### src/rtl/hls_fp16_to_fp32_pkg.sv
// hls_fp16_to_fp32_pkg: shared types and widths for the fp16_to_fp32 output channel
package hls_fp16_to_fp32_pkg;
  localparam int CHN_O_DATA_W = 32;
  localparam int STALL_CNT_W  = 16;
  typedef enum logic [1:0] {EMPTY = 2'd0, HALF = 2'd1, FULL = 2'd2} skid_state_e;
endpackage

### src/rtl/hls_fp16_to_fp32_sat_cnt.sv
// hls_fp16_to_fp32_sat_cnt: saturating up-counter with synchronous clear (clear wins)
module hls_fp16_to_fp32_sat_cnt #(
  parameter int W = 16
) (
  input  logic         i_clk,
  input  logic         i_rst_n,
  input  logic         i_inc,
  input  logic         i_clr,
  output logic [W-1:0] o_cnt
);
  logic [W-1:0] r_cnt;
  always_ff @(posedge i_clk or negedge i_rst_n)
    if (!i_rst_n) r_cnt <= '0;
    else if (i_clr) r_cnt <= '0;
    else if (i_inc && r_cnt != '1) r_cnt <= r_cnt + 1'b1;
  assign o_cnt = r_cnt;
endmodule

### src/rtl/hls_fp16_to_fp32_chn_o_skid.sv
// hls_fp16_to_fp32_chn_o_skid: two-entry registered skid buffer on the core output channel.
// Optional stall counter enabled by HLS_FP16_TO_FP32_CHN_O_STALL_CNT_EN.
module hls_fp16_to_fp32_chn_o_skid
  import hls_fp16_to_fp32_pkg::*;
#(
  parameter int DATA_W = CHN_O_DATA_W
) (
  input  logic              nvdla_core_clk,
  input  logic              nvdla_core_rstn,
  input  logic              chn_o_core_vld,
  input  logic [DATA_W-1:0] chn_o_core_dat,
  output logic              chn_o_core_rdy,
  output logic              chn_o_vld,
  output logic [DATA_W-1:0] chn_o_dat,
`ifdef HLS_FP16_TO_FP32_CHN_O_STALL_CNT_EN
  input  logic                   chn_o_stall_cnt_clr,
  output logic [STALL_CNT_W-1:0] chn_o_stall_cnt,
`endif
  input  logic              chn_o_rdy
);
  skid_state_e       r_state, w_next_state;
  logic [DATA_W-1:0] r_main, r_skid;
  logic              r_core_rdy;
  logic              w_push, w_pop, w_main_ld_din, w_main_ld_skid, w_skid_ld;

  assign w_push = chn_o_core_vld & r_core_rdy;
  assign w_pop  = chn_o_vld & chn_o_rdy;

  always_ff @(posedge nvdla_core_clk or negedge nvdla_core_rstn)
    if (!nvdla_core_rstn) r_state <= EMPTY;
    else r_state <= w_next_state;

  always_comb begin
    w_next_state = r_state;
    case (r_state)
      EMPTY:   w_next_state = w_push ? HALF : EMPTY;
      HALF:    w_next_state = (w_push && !w_pop) ? FULL : (!w_push && w_pop) ? EMPTY : HALF;
      FULL:    w_next_state = w_pop ? HALF : FULL;
      default: w_next_state = EMPTY;
    endcase
  end

  // Push never happens in FULL (rdy is low) and pop never in EMPTY (vld is low).
  always_comb begin
    w_main_ld_din  = w_push && (r_state == EMPTY || (r_state == HALF && w_pop));
    w_main_ld_skid = (r_state == FULL) && w_pop;
    w_skid_ld      = (r_state == HALF) && w_push && !w_pop;
  end

  always_ff @(posedge nvdla_core_clk or negedge nvdla_core_rstn)
    if (!nvdla_core_rstn) begin
      r_main     <= '0;
      r_skid     <= '0;
      r_core_rdy <= 1'b0;
    end else begin
      r_core_rdy <= (w_next_state != FULL);
      if (w_main_ld_din) r_main <= chn_o_core_dat;
      else if (w_main_ld_skid) r_main <= r_skid;
      if (w_skid_ld) r_skid <= chn_o_core_dat;
    end

  assign chn_o_vld      = (r_state != EMPTY);
  assign chn_o_dat      = r_main;
  assign chn_o_core_rdy = r_core_rdy;

`ifdef HLS_FP16_TO_FP32_CHN_O_STALL_CNT_EN
  hls_fp16_to_fp32_sat_cnt #(.W(STALL_CNT_W)) u_stall_cnt (
    .i_clk   (nvdla_core_clk),
    .i_rst_n (nvdla_core_rstn),
    .i_inc   (chn_o_vld & ~chn_o_rdy),
    .i_clr   (chn_o_stall_cnt_clr),
    .o_cnt   (chn_o_stall_cnt)
  );
`endif
endmodule

### config.mk
export PLATFORM = sky130hd
export DESIGN_NAME = hls_fp16_to_fp32_chn_o_skid
export DESIGN_NICKNAME = d
export VERILOG_FILES = /design/src/rtl/hls_fp16_to_fp32_pkg.sv /design/src/rtl/hls_fp16_to_fp32_sat_cnt.sv /design/src/rtl/hls_fp16_to_fp32_chn_o_skid.sv
export SDC_FILE = /design/constraint.sdc
export NUM_CORES = 1
export LEC_CHECK = 0
export CAP_MARGIN = 25
export CORE_UTILIZATION = 44
export DETAILED_ROUTE_END_ITERATION = 10
export PLACE_DENSITY = 0.83
export SLEW_MARGIN = 20
export SYNTH_ARGS = -nofsm -noshare
export SYNTH_HDL_FRONTEND = slang
export SYNTH_SLANG_ARGS = --single-unit
### constraint.sdc
create_clock -name nvdla_core_clk -period 1.4 [get_ports nvdla_core_clk]
set_input_delay 0.28 -clock nvdla_core_clk [delete_from_list [all_inputs] [get_ports nvdla_core_clk]]
set_output_delay 0.28 -clock nvdla_core_clk [all_outputs]
set_load 0.1 [all_outputs]
==> key figures, run 1 <==
Run status
  • Run status: finished, violations left
  • Failing checks: setup timing

CTS
  • Clock transition at path regs: 80 ps
  • Clk buf depth: 2
  • CTS tree: built
  • Clk sink count: 67
  • H-tree lvl count: 3
  • Worst-Skew Late Latency: 340 ps
  • CTS Buf Count: 9
  • Root Buffer: clkbuf_8

Critical path
  • Most Frequent Cell on Critical Path: buf_6
  • Crit path capture type: output port
  • Crit path max fanout: 3
  • Worst Path Arrival: ~1400 ps
  • Reg2reg start: r_state[1]$_DFF_PN0_
  • Bufs and invs on worst path: 3
  • R2R cell count: 5
  • Crit path cell chain: buf_6 > or2_4 > buf_6 > buf_12
  • CP startpoint kind: register
  • Slowest stage cell, crit path: dfrtp_1
  • Critical path's top delay family: flip-flops
  • Largest stage delay on the critical path: 410 ps
  • RR Endpoint: r_skid[0]$_DFFE_PN0P_
  • Crit path kind: register to output port
  • Flop-to-flop setup slack: -200 ps
  • WP data required: 1120 ps

Timing
  • Slew HR: 76.8%
  • Layout Skew: around 13 ps
  • Pins Over Slew Limit: 0
  • Final hold vios: 0
  • Final period utilization: 118%
  • Worst Max-Slew Pin Slew: 348 ps
  • Tmin final: roughly 1700 ps
  • RSZ-0062 raised after global routing: true
  • Setup slack after layout: -250 ps
  • Fmax: 606 MHz
  • Final setup fails: 67
  • Hold_ws: ~500 ps

Routing
  • Vias per cell: around 5.8
  • 1st-iter DRT viols: 103
  • DRC: 0
  • TritonRoute pass-1 iters: 4
  • Post-DRT Antenna Nets: 0
  • Routed wire per std cell: ~21 microns
  • Final wirelength: 7840 microns
  • Via count: 2,124

Placed design
  • Placer congestion estimate: between 0.7 and 0.8
  • IO buf count: 69
  • Post-Place Cell Area: 0.00395 sq mm
  • DP HPWL: 4190 microns
  • Setup slack at placement: -722 ps

Global route
  • Total global routing overflow: 0
  • Vias in the first global route: 2,237
  • GRT Resource Usage Total: 25.8%
  • Antenna violations before repair: 0
  • Largest net degree at the start of global routing: between 60 and 70
  • First-pass GRT wire length: around 12,000 microns

Floorplanning
  • I/O pins: 70
  • Initial Util: 46.7%
  • Die Width: 82.5 microns
  • Die Area: between 0.006 and 0.007 sq mm
  • Floorplan row count: 28
  • Core area: 0.00610 sq mm
  • Die H: 82.5 microns

Synth
  • Yosys reg bits: 67
  • Mapped Area: between 0.002 and 0.003 sq mm
  • Synth warn: 0
  • Mean area per synthesized cell: 14.7 sq um
  • Syn nets: ~230
  • Post-synth cell types: 24
  • Post-synthesis sequential area ratio: 58.9%
  • Syn Inst Count: 194

Layout
  • Commonest non-fill, non-tap cell in the layout: dfrtp_1
  • Nets@finish: 323
  • Most frequent cells in the layout: 66 x dfrtp_1, 42 x buf_12, 34 x clkdlybuf4s50_1
  • Area Growth Syn to Fin: 59.7%
  • Share of cells above drive strength 1: between 40% and 50%
  • Final core occ: 74.6%
  • Ant. Diodes: 0
  • Final instance area: 0.00455 sq mm

Min path
  • HP Class: primary input to asynchronous set/reset pin

Flow run
  • Max_cap viols: 0
[stage by stage]
| stage | setup TNS (ps) | instances |
|---|---|---|
| after floorplan | -18230 | 194 |
| after global placement | -34710 | 333 |
| after detailed placement | -37840 | 333 |
| after CTS | -9420 | 366 |
| after global routing | -12370 | 366 |
| final | -10200 | 366 |
[kinds of logic after synthesis]
group / after synthesis / synth area share [%]
AOI/OAI and AO/OA: 35 / 12.5
adders and majority gates: 1 / 0.439
buffers and inverters: 16 / 5.45
DFF: 67 / 58.9
muxes: 33 / 13.0
and+or+nand+nor: 42 / 9.71
[registers in the layout, indices dropped and copies added, names as in the netlist]
signal,flops
r_state,2
r_skid,32
chn_o_dat,32
chn_o_core_rdy,1
[cell type report]
class                      count  area [sq um]
tap                           75          93.8
timing repair buffer          94          1380
fill                         375          1550
sequential                    67          1680
inverter                       1          7.51
multi-input combinational    113          1190
clock buffer                  10           128
clock inverter                 6          66.3
[Yosys cell counts]
| library cell | instances | area (sq um) |
|---|---|---|
| and4bb_1 | 1 | 12.5 |
| and3b_1 | 1 | 8.76 |
| mux2_2 | 11 | 124 |
| a31oi_4 | 1 | 21.3 |
| or3_2 | 1 | 7.51 |
| mux2_1 | 21 | 236 |
| nand3_1 | 1 | 5.00 |
| buf_4 | 3 | 22.5 |
| and2_0 | 29 | 181 |
| mux2i_1 | 1 | 10.0 |
| nand2b_2 | 1 | 8.76 |
| a221o_1 | 32 | 320 |
| dfrtp_1 | 67 | 1680 |
| or2_2 | 1 | 6.26 |
| inv_1 | 1 | 3.75 |
| ha_1 | 1 | 12.5 |
| and3_4 | 1 | 11.3 |
| o21a_1 | 1 | 7.51 |
| nand2_1 | 2 | 7.51 |
| buf_6 | 11 | 124 |
| o21bai_1 | 1 | 7.51 |
| buf_2 | 1 | 5.00 |
| and2_4 | 1 | 8.76 |
| and2_1 | 3 | 18.8 |
[worst register-to-register path, delay by kind of cell, from the launching register on]
family                 cells  cell delay, ps
muxes                      1             310
DFF                        1             400
and+or+nand+nor            1             370
buffers and inverters      3             410
[worst max-delay path by stage]
stage	start	endpoint	slack, ps	cells after the start
after floorplan	chn_o_core_rdy$_DFF_PN0_	r_skid[11]$_DFFE_PN0P_	-320	5
after global placement	chn_o_rdy	chn_o_dat[23]$_DFFE_PN0P_	-640	4
after detailed placement	chn_o_rdy	chn_o_dat[5]$_DFFE_PN0P_	-720	4
after CTS	r_state[0]$_DFF_PN0_	chn_o_vld	-250	4
after global routing	r_state[0]$_DFF_PN0_	chn_o_vld	-280	4
final	r_state[0]$_DFF_PN0_	chn_o_vld	-250	4
[metal layers]
metal | vias up | track usage (%) | wire length, microns
li1 | 909 | - | -
met2 | 92 | 44.5 | 4010
met4 | 0 | 9.12 | 162
met5 | - | 0 | 0
met3 | 16 | 6.26 | 461
met1 | 1107 | 31.3 | 3200
[timing repair]
action / CTS / global route
setup endpoints to repair: 67 / 69
pin swaps: 5 / 0
gates cloned: 5 / 0
buffers inserted: 11 / 1
endpoints found under the hold margin: 67 / 0
hold buffers: 1 / 0
resized for setup: 48 / 3
Power of run 1 is left out: the tool's default activity adds up to more than one toggle a clock period on the data nets, which glitch-free logic cannot reach.
==> run 2, diff against run 1 <==
Settings changed: SLEW_MARGIN 20 to unset, TNS_END_PERCENT set to 30.
==> run 2 against run 1 <==
The flow still finishes with violations (setup timing); design area shrank 0.33%; maximum frequency fell by 0.53%; via count is 0.14% higher; sequential share of layout area up 0.12 points; worst hold slack got worse by 3.8 ps; critical path depth did not move; global-route usage shrank 2.3 points; clock skew down 4.3 ps; cell count grew 0.27%.
==> key figures, run 2 (synthesis gave the netlist of run 1 again) <==
Critical path
  • Flop-to-flop setup slack: -230 ps (-30 ps)
  • Crit path capture type: output port
  • WP data required: 1120 ps (about the same)
  • Crit path max fanout: 3 (unchanged)
  • CP startpoint kind: register
  • Crit path kind: register to output port
  • Worst Path Arrival: 1380 ps (about the same)
  • R2R cell count: 6 (+1)
  • Crit path launch: r_state[1]$_DFF_PN0_
  • Reg2reg start: r_state[0]$_DFF_PN0_

Placed design
  • IO buf count: 69 (unchanged)
  • DP HPWL: 3920 microns (-6.3%)
  • Setup slack at placement: -672 ps (+50.2 ps)
  • Post-Place Cell Area: 0.00395 sq mm (unchanged)
  • Placer congestion estimate: 0.777 (+7.4%)

CTS
  • Worst-Skew Late Latency: 340 ps (about the same)
  • CTS Buf Count: 9 (unchanged)
  • Clk sink count: 67 (unchanged)
  • CTS tree: built
  • H-tree lvl count: 3 (unchanged)
  • Clk buf depth: 2 (unchanged)
  • Clock transition at path regs: 70 ps (about the same)
  • Root Buffer: clkbuf_8

Layout
  • Share of cells above drive strength 1: 41.4% (+0.54 points)
  • Commonest non-fill, non-tap cell in the layout: dfrtp_1
  • Fill cell count: 375 (unchanged)
  • Final instance area: 0.00453 sq mm (-0.33%)
  • Most frequent cells in the layout: 66 x dfrtp_1, 39 x buf_12, 34 x clkdlybuf4s50_1
  • Area Growth Syn to Fin: 59.2%
  • Ant. Diodes: 0 (unchanged)
  • Nets@finish: 325 (+0.62%)

Timing
  • Worst Max-Slew Pin Slew: 414 ps (+65.7 ps)
  • RSZ-0062 raised after global routing: true
  • Final hold vios: 0 (unchanged)
  • Layout Skew: 8.70 ps (-4.31 ps)
  • Final period utilization: 118% (+0.63 points)
  • Fmax: 603 MHz (-0.53%)
  • Pins Over Slew Limit: 0 (unchanged)
  • Tmin final: 1660 ps (+8.77 ps)
  • Slew HR: 72.4% (-4.4 points)
  • Final setup fails: 67 (unchanged)
  • Setup slack after layout: -259 ps (-8.77 ps)

Routing
  • Vias per cell: 5.80 (-0.13%)
  • Via count: 2,127 (+0.14%)
  • Post-DRT Antenna Nets: 0 (unchanged)
  • 1st-iter DRT viols: 128 (+24%)
  • Final wirelength: 7710 microns (-1.6%)
  • Routed wire per std cell: 21.0 microns (-1.8%)
  • DRC: 0 (unchanged)
  • TritonRoute pass-1 iters: 6 (+2)

Global route
  • Total global routing overflow: 0 (unchanged)
  • Largest net degree at the start of global routing: 68 (unchanged)
  • Vias in the first global route: 2,203 (-1.5%)
  • Antenna violations before repair: 0 (unchanged)
  • First-pass GRT wire length: 11,400 microns (-7.6%)
  • GRT Resource Usage Total: 23.4% (-2.3 points)

Floorplanning
  • Die Width: 82.5 microns (unchanged)
  • Floorplan row count: 28 (unchanged)
  • I/O pins: 70 (unchanged)
  • Core area: 0.00610 sq mm (unchanged)
  • Die Area: 0.00680 sq mm (unchanged)
  • Die H: 82.5 microns (unchanged)
  • Initial Util: 46.7% (unchanged)

Run status
  • Failing checks: setup timing
  • Run status: finished, violations left

Min path
  • HP Class: primary input to asynchronous set/reset pin

Flow run
  • Max_cap viols: 0 (unchanged)
[run 2: worst max-delay path: stages, from the launching register on]
cell	delay (ps)
dfrtp_1	400
buf_6	130
or2_4	240
buf_6	120
buf_12	150
[run 2: final cells by class]
type                       count  area (sq um)  share of cell area [%]
inverter                       1          3.75                  0.0828
clock buffer                  12           135                    2.98
multi-input combinational    115          1220                    26.9
tap                           75          93.8                    2.07
timing repair buffer          94          1360                    30.0
clock inverter                 3          40.0                   0.883
sequential                    67          1680                    37.1
[run 2: routing by layer]
layer  track usage, %  vias to the layer above  share of wire [%]
met5                0                        -                  0
met4             12.8                        0                2.8
met3             4.95                       21                5.9
met2             35.6                      100                 48
met1             31.3                     1088                 43
li1                 -                      918                  -
[run 2: final timing paths]
check	end
max	chn_o_vld
max in group asynchronous	r_skid[21]$_DFFE_PN0P_
min in group nvdla_core_clk	r_skid[23]$_DFFE_PN0P_
min reg2reg	r_skid[23]$_DFFE_PN0P_
min	r_state[1]$_DFF_PN0_
max reg2reg	chn_o_dat[7]$_DFFE_PN0P_
[run 2: per-stage QoR]
stage	utilization (%)	instances	hold slack (ps)	TNS, ps
floorplan	-	194	-15.6	-19180
global placement	64.8	333	317	-34090
detailed placement	64.8	333	328	-35700
CTS	71.5	362	485	-9940
global route	74.4	367	510	-13860
finish	74.4	367	482	-11490
[run 2: timing repair]
item | CTS | global route
setup endpoints to repair | 68 | 69
pin swaps | 9 | 2
hold buffers | 1 | 0
cloned | 4 | 2
buffers inserted | 9 | 3
resized for setup | 32 | 24
endpoints found under the hold margin | 67 | 0
Power of run 2 is left out for the same reason.
==> run 3, diff against run 2 <==
Settings changed: CORE_MARGIN set to 4, MAX_ROUTING_LAYER set to met4.
==> run 3 against run 2 <==
The run still ends with setup timing left; worst setup slack better by 22 ps; critical path type unchanged; clock-buffer cell count is 2 lower; global-route usage is 4.0 points lower.
==> key figures, run 3 (synthesis gave the netlist of run 1 again) <==
Placed design
  • Placer congestion estimate: 0.766 (-1.4%)
  • IO buf count: 69 (unchanged)
  • DP HPWL: 4060 microns (+3.6%)

Global route
  • First-pass GRT wire length: 11,000 microns (-3.8%)
  • Vias in the first global route: 2,102 (-4.6%)
  • Layer with the highest usage: met2
  • GRT met3 Usage: 3.26% (-1.7 points)
  • Antenna violations before repair: 0 (unchanged)
  • Met1 Use GR: 25.8% (-5.5 points)
  • Met2 GRT Util: 29.0% (-6.7 points)
  • Largest net degree at the start of global routing: 68 (unchanged)
  • Total global routing overflow: 0 (unchanged)
  • GRT Resource Usage Total: 19.4% (-4.0 points)

Min path
  • HP Class: register to register

Timing
  • Pins Over Slew Limit: 0 (unchanged)
  • Final hold vios: 0 (unchanged)
  • Worst Max-Slew Pin Slew: 357 ps (-56.6 ps)
  • Setup slack after layout: -237 ps (+21.7 ps)
  • Slew HR: 76.2% (+3.8 points)
  • RSZ-0062 raised after global routing: true
  • Fmax: 611 MHz (+1.3%)
  • Tmin final: 1640 ps (-21.7 ps)
  • Final setup fails: 68 (+1.5%)
  • Layout Skew: 9.18 ps (+0.482 ps)
  • Final period utilization: 117% (-1.6 points)

Routing
  • DRC: 0 (unchanged)
  • Final wirelength: 7010 microns (-9.1%)
  • Routed wire per std cell: 19.4 microns (-7.6%)
  • Post-DRT Antenna Nets: 0 (unchanged)
  • Via count: 1,984 (-6.7%)
  • TritonRoute pass-1 iters: 4 (-2)
  • Vias per cell: 5.50 (-5.2%)
  • 1st-iter DRT viols: 112 (-13%)

Critical path
  • WP data required: 1120 ps (about the same)
  • Crit path cell chain: buf_6 > or2_4 > buf_6 > buf_12
  • RR Endpoint: chn_o_dat[24]$_DFFE_PN0P_
  • Worst Path Arrival: 1360 ps (-20 ps)
  • Crit path kind: register to output port
  • Setup crit end: chn_o_vld
  • Crit path capture type: output port
  • Crit path max fanout: 2 (-1)
  • Reg2reg start: r_state[0]$_DFF_PN0_
  • R2R cell count: 5 (-1)
  • Flop-to-flop setup slack: -150 ps (+80 ps)
  • CP startpoint kind: register
  • Most Frequent Cell on Critical Path: buf_6
  • Crit path launch: r_state[0]$_DFF_PN0_
  • Largest stage delay on the critical path: 400 ps (about the same)
  • Slowest stage cell, crit path: dfrtp_1

Flow run
  • Max_cap viols: 0 (unchanged)

Floorplanning
  • I/O pins: 70 (unchanged)
  • Die Width: 88.5 microns (+7.3%)
  • Die H: 88.5 microns (+7.3%)
  • Core area: 0.00631 sq mm (+3.6%)
  • Initial Util: 45.1% (-1.6 points)
  • Die Area: 0.00782 sq mm (+15%)
  • Floorplan row count: 29 (+3.6%)

Layout
  • Fill cell count: 462 (+23%)
  • Most frequent cells in the layout: 66 x dfrtp_1, 39 x buf_12, 34 x clkdlybuf4s50_1
  • Nets@finish: 317 (-2.5%)
  • Final core occ: 69.3% (-5.1 points)
  • Share of cells above drive strength 1: 36.6% (-4.8 points)
  • Area Growth Syn to Fin: 53.6%
  • Ant. Diodes: 0 (unchanged)
  • Commonest non-fill, non-tap cell in the layout: dfrtp_1

CTS
  • H-tree lvl count: 3 (unchanged)
  • Worst-Skew Late Latency: 330 ps (about the same)
  • CTS tree: built
  • Clock transition at path regs: 60 ps (about the same)
  • Root Buffer: clkbuf_8
  • Clk sink count: 67 (unchanged)
  • CTS Buf Count: 9 (unchanged)
  • Clk buf depth: 2 (unchanged)

Run status
  • Failing checks: setup timing
  • Run status: finished, violations left
==> run 3: cell types whose count changed in the layout (fill, tap and decap cells not counted), sizes merged <==
| cell | change |
|---|---|
| clkbuf | -4 |
| clkinv | +2 |
| buf | -4 |
| and3 | -2 |
==> run 3: worst min-delay path by stage <==
stage	slack, ps	from	cells past startpoint	endpoint
finish	480	r_skid[6]$_DFFE_PN0P_	1	r_skid[6]$_DFFE_PN0P_
global route	510	r_skid[6]$_DFFE_PN0P_	1	r_skid[6]$_DFFE_PN0P_
CTS	480	r_skid[6]$_DFFE_PN0P_	1	r_skid[6]$_DFFE_PN0P_
detailed placement	330	nvdla_core_rstn	2	chn_o_dat[16]$_DFFE_PN0P_
global placement	320	nvdla_core_rstn	2	chn_o_dat[16]$_DFFE_PN0P_
floorplan	-20	nvdla_core_rstn	0	chn_o_dat[0]$_DFFE_PN0P_
==> run 3: layout make-up <==
cell class | instances | area (sq um) | share of cell area [%]
repair buffers | 88 | 1260 | 28.8
clock buffers | 10 | 138 | 3.15
inverters | 1 | 3.75 | 0.0858
well taps | 77 | 96.3 | 2.20
clock inverters | 5 | 53.8 | 1.23
multi-input cells | 113 | 1140 | 26.1
flip-flops and latches | 67 | 1680 | 38.4
==> run 3: metal layers <==
metal	wire, microns	vias to the layer above
li1	-	897
met1	3100	1010
met2	3440	71
met3	426	6
met4	55	0
met5	0	-
==> run 3: stage by stage <==
stage / hold slack (ps) / setup TNS [ps] / worst slack, ps / cell area [sq um] / instances
5_1_grt: 505 / -9950 / -282 / 4370 / 361
4_1_cts: 483 / -9860 / -246 / 4300 / 359
3_3_place_gp: 320 / -36090 / -674 / 3950 / 335
3_5_place_dp: 326 / -38180 / -745 / 3950 / 335
2_1_floorplan: -15.6 / -19180 / -317 / 2890 / 194
6_report: 480 / -7890 / -237 / 4370 / 361
==> run 3: repair_timing <==
action	CTS	global route
pin swaps	3	1
hold endpoints to repair	67	0
gates resized for setup	15	16
hold buffers	1	0
gates cloned	2	0
endpoints found under the setup margin	68	69
buffers inserted	6	2
==> run 3: worst max-delay path, delay by kind of cell, from the launching register on <==
| family | cells | cell delay (ps) |
|---|---|---|
| flops | 1 | 400 |
| buf+inv | 3 | 390 |
| simple gates | 1 | 240 |
Power of run 3 is left out for the same reason.
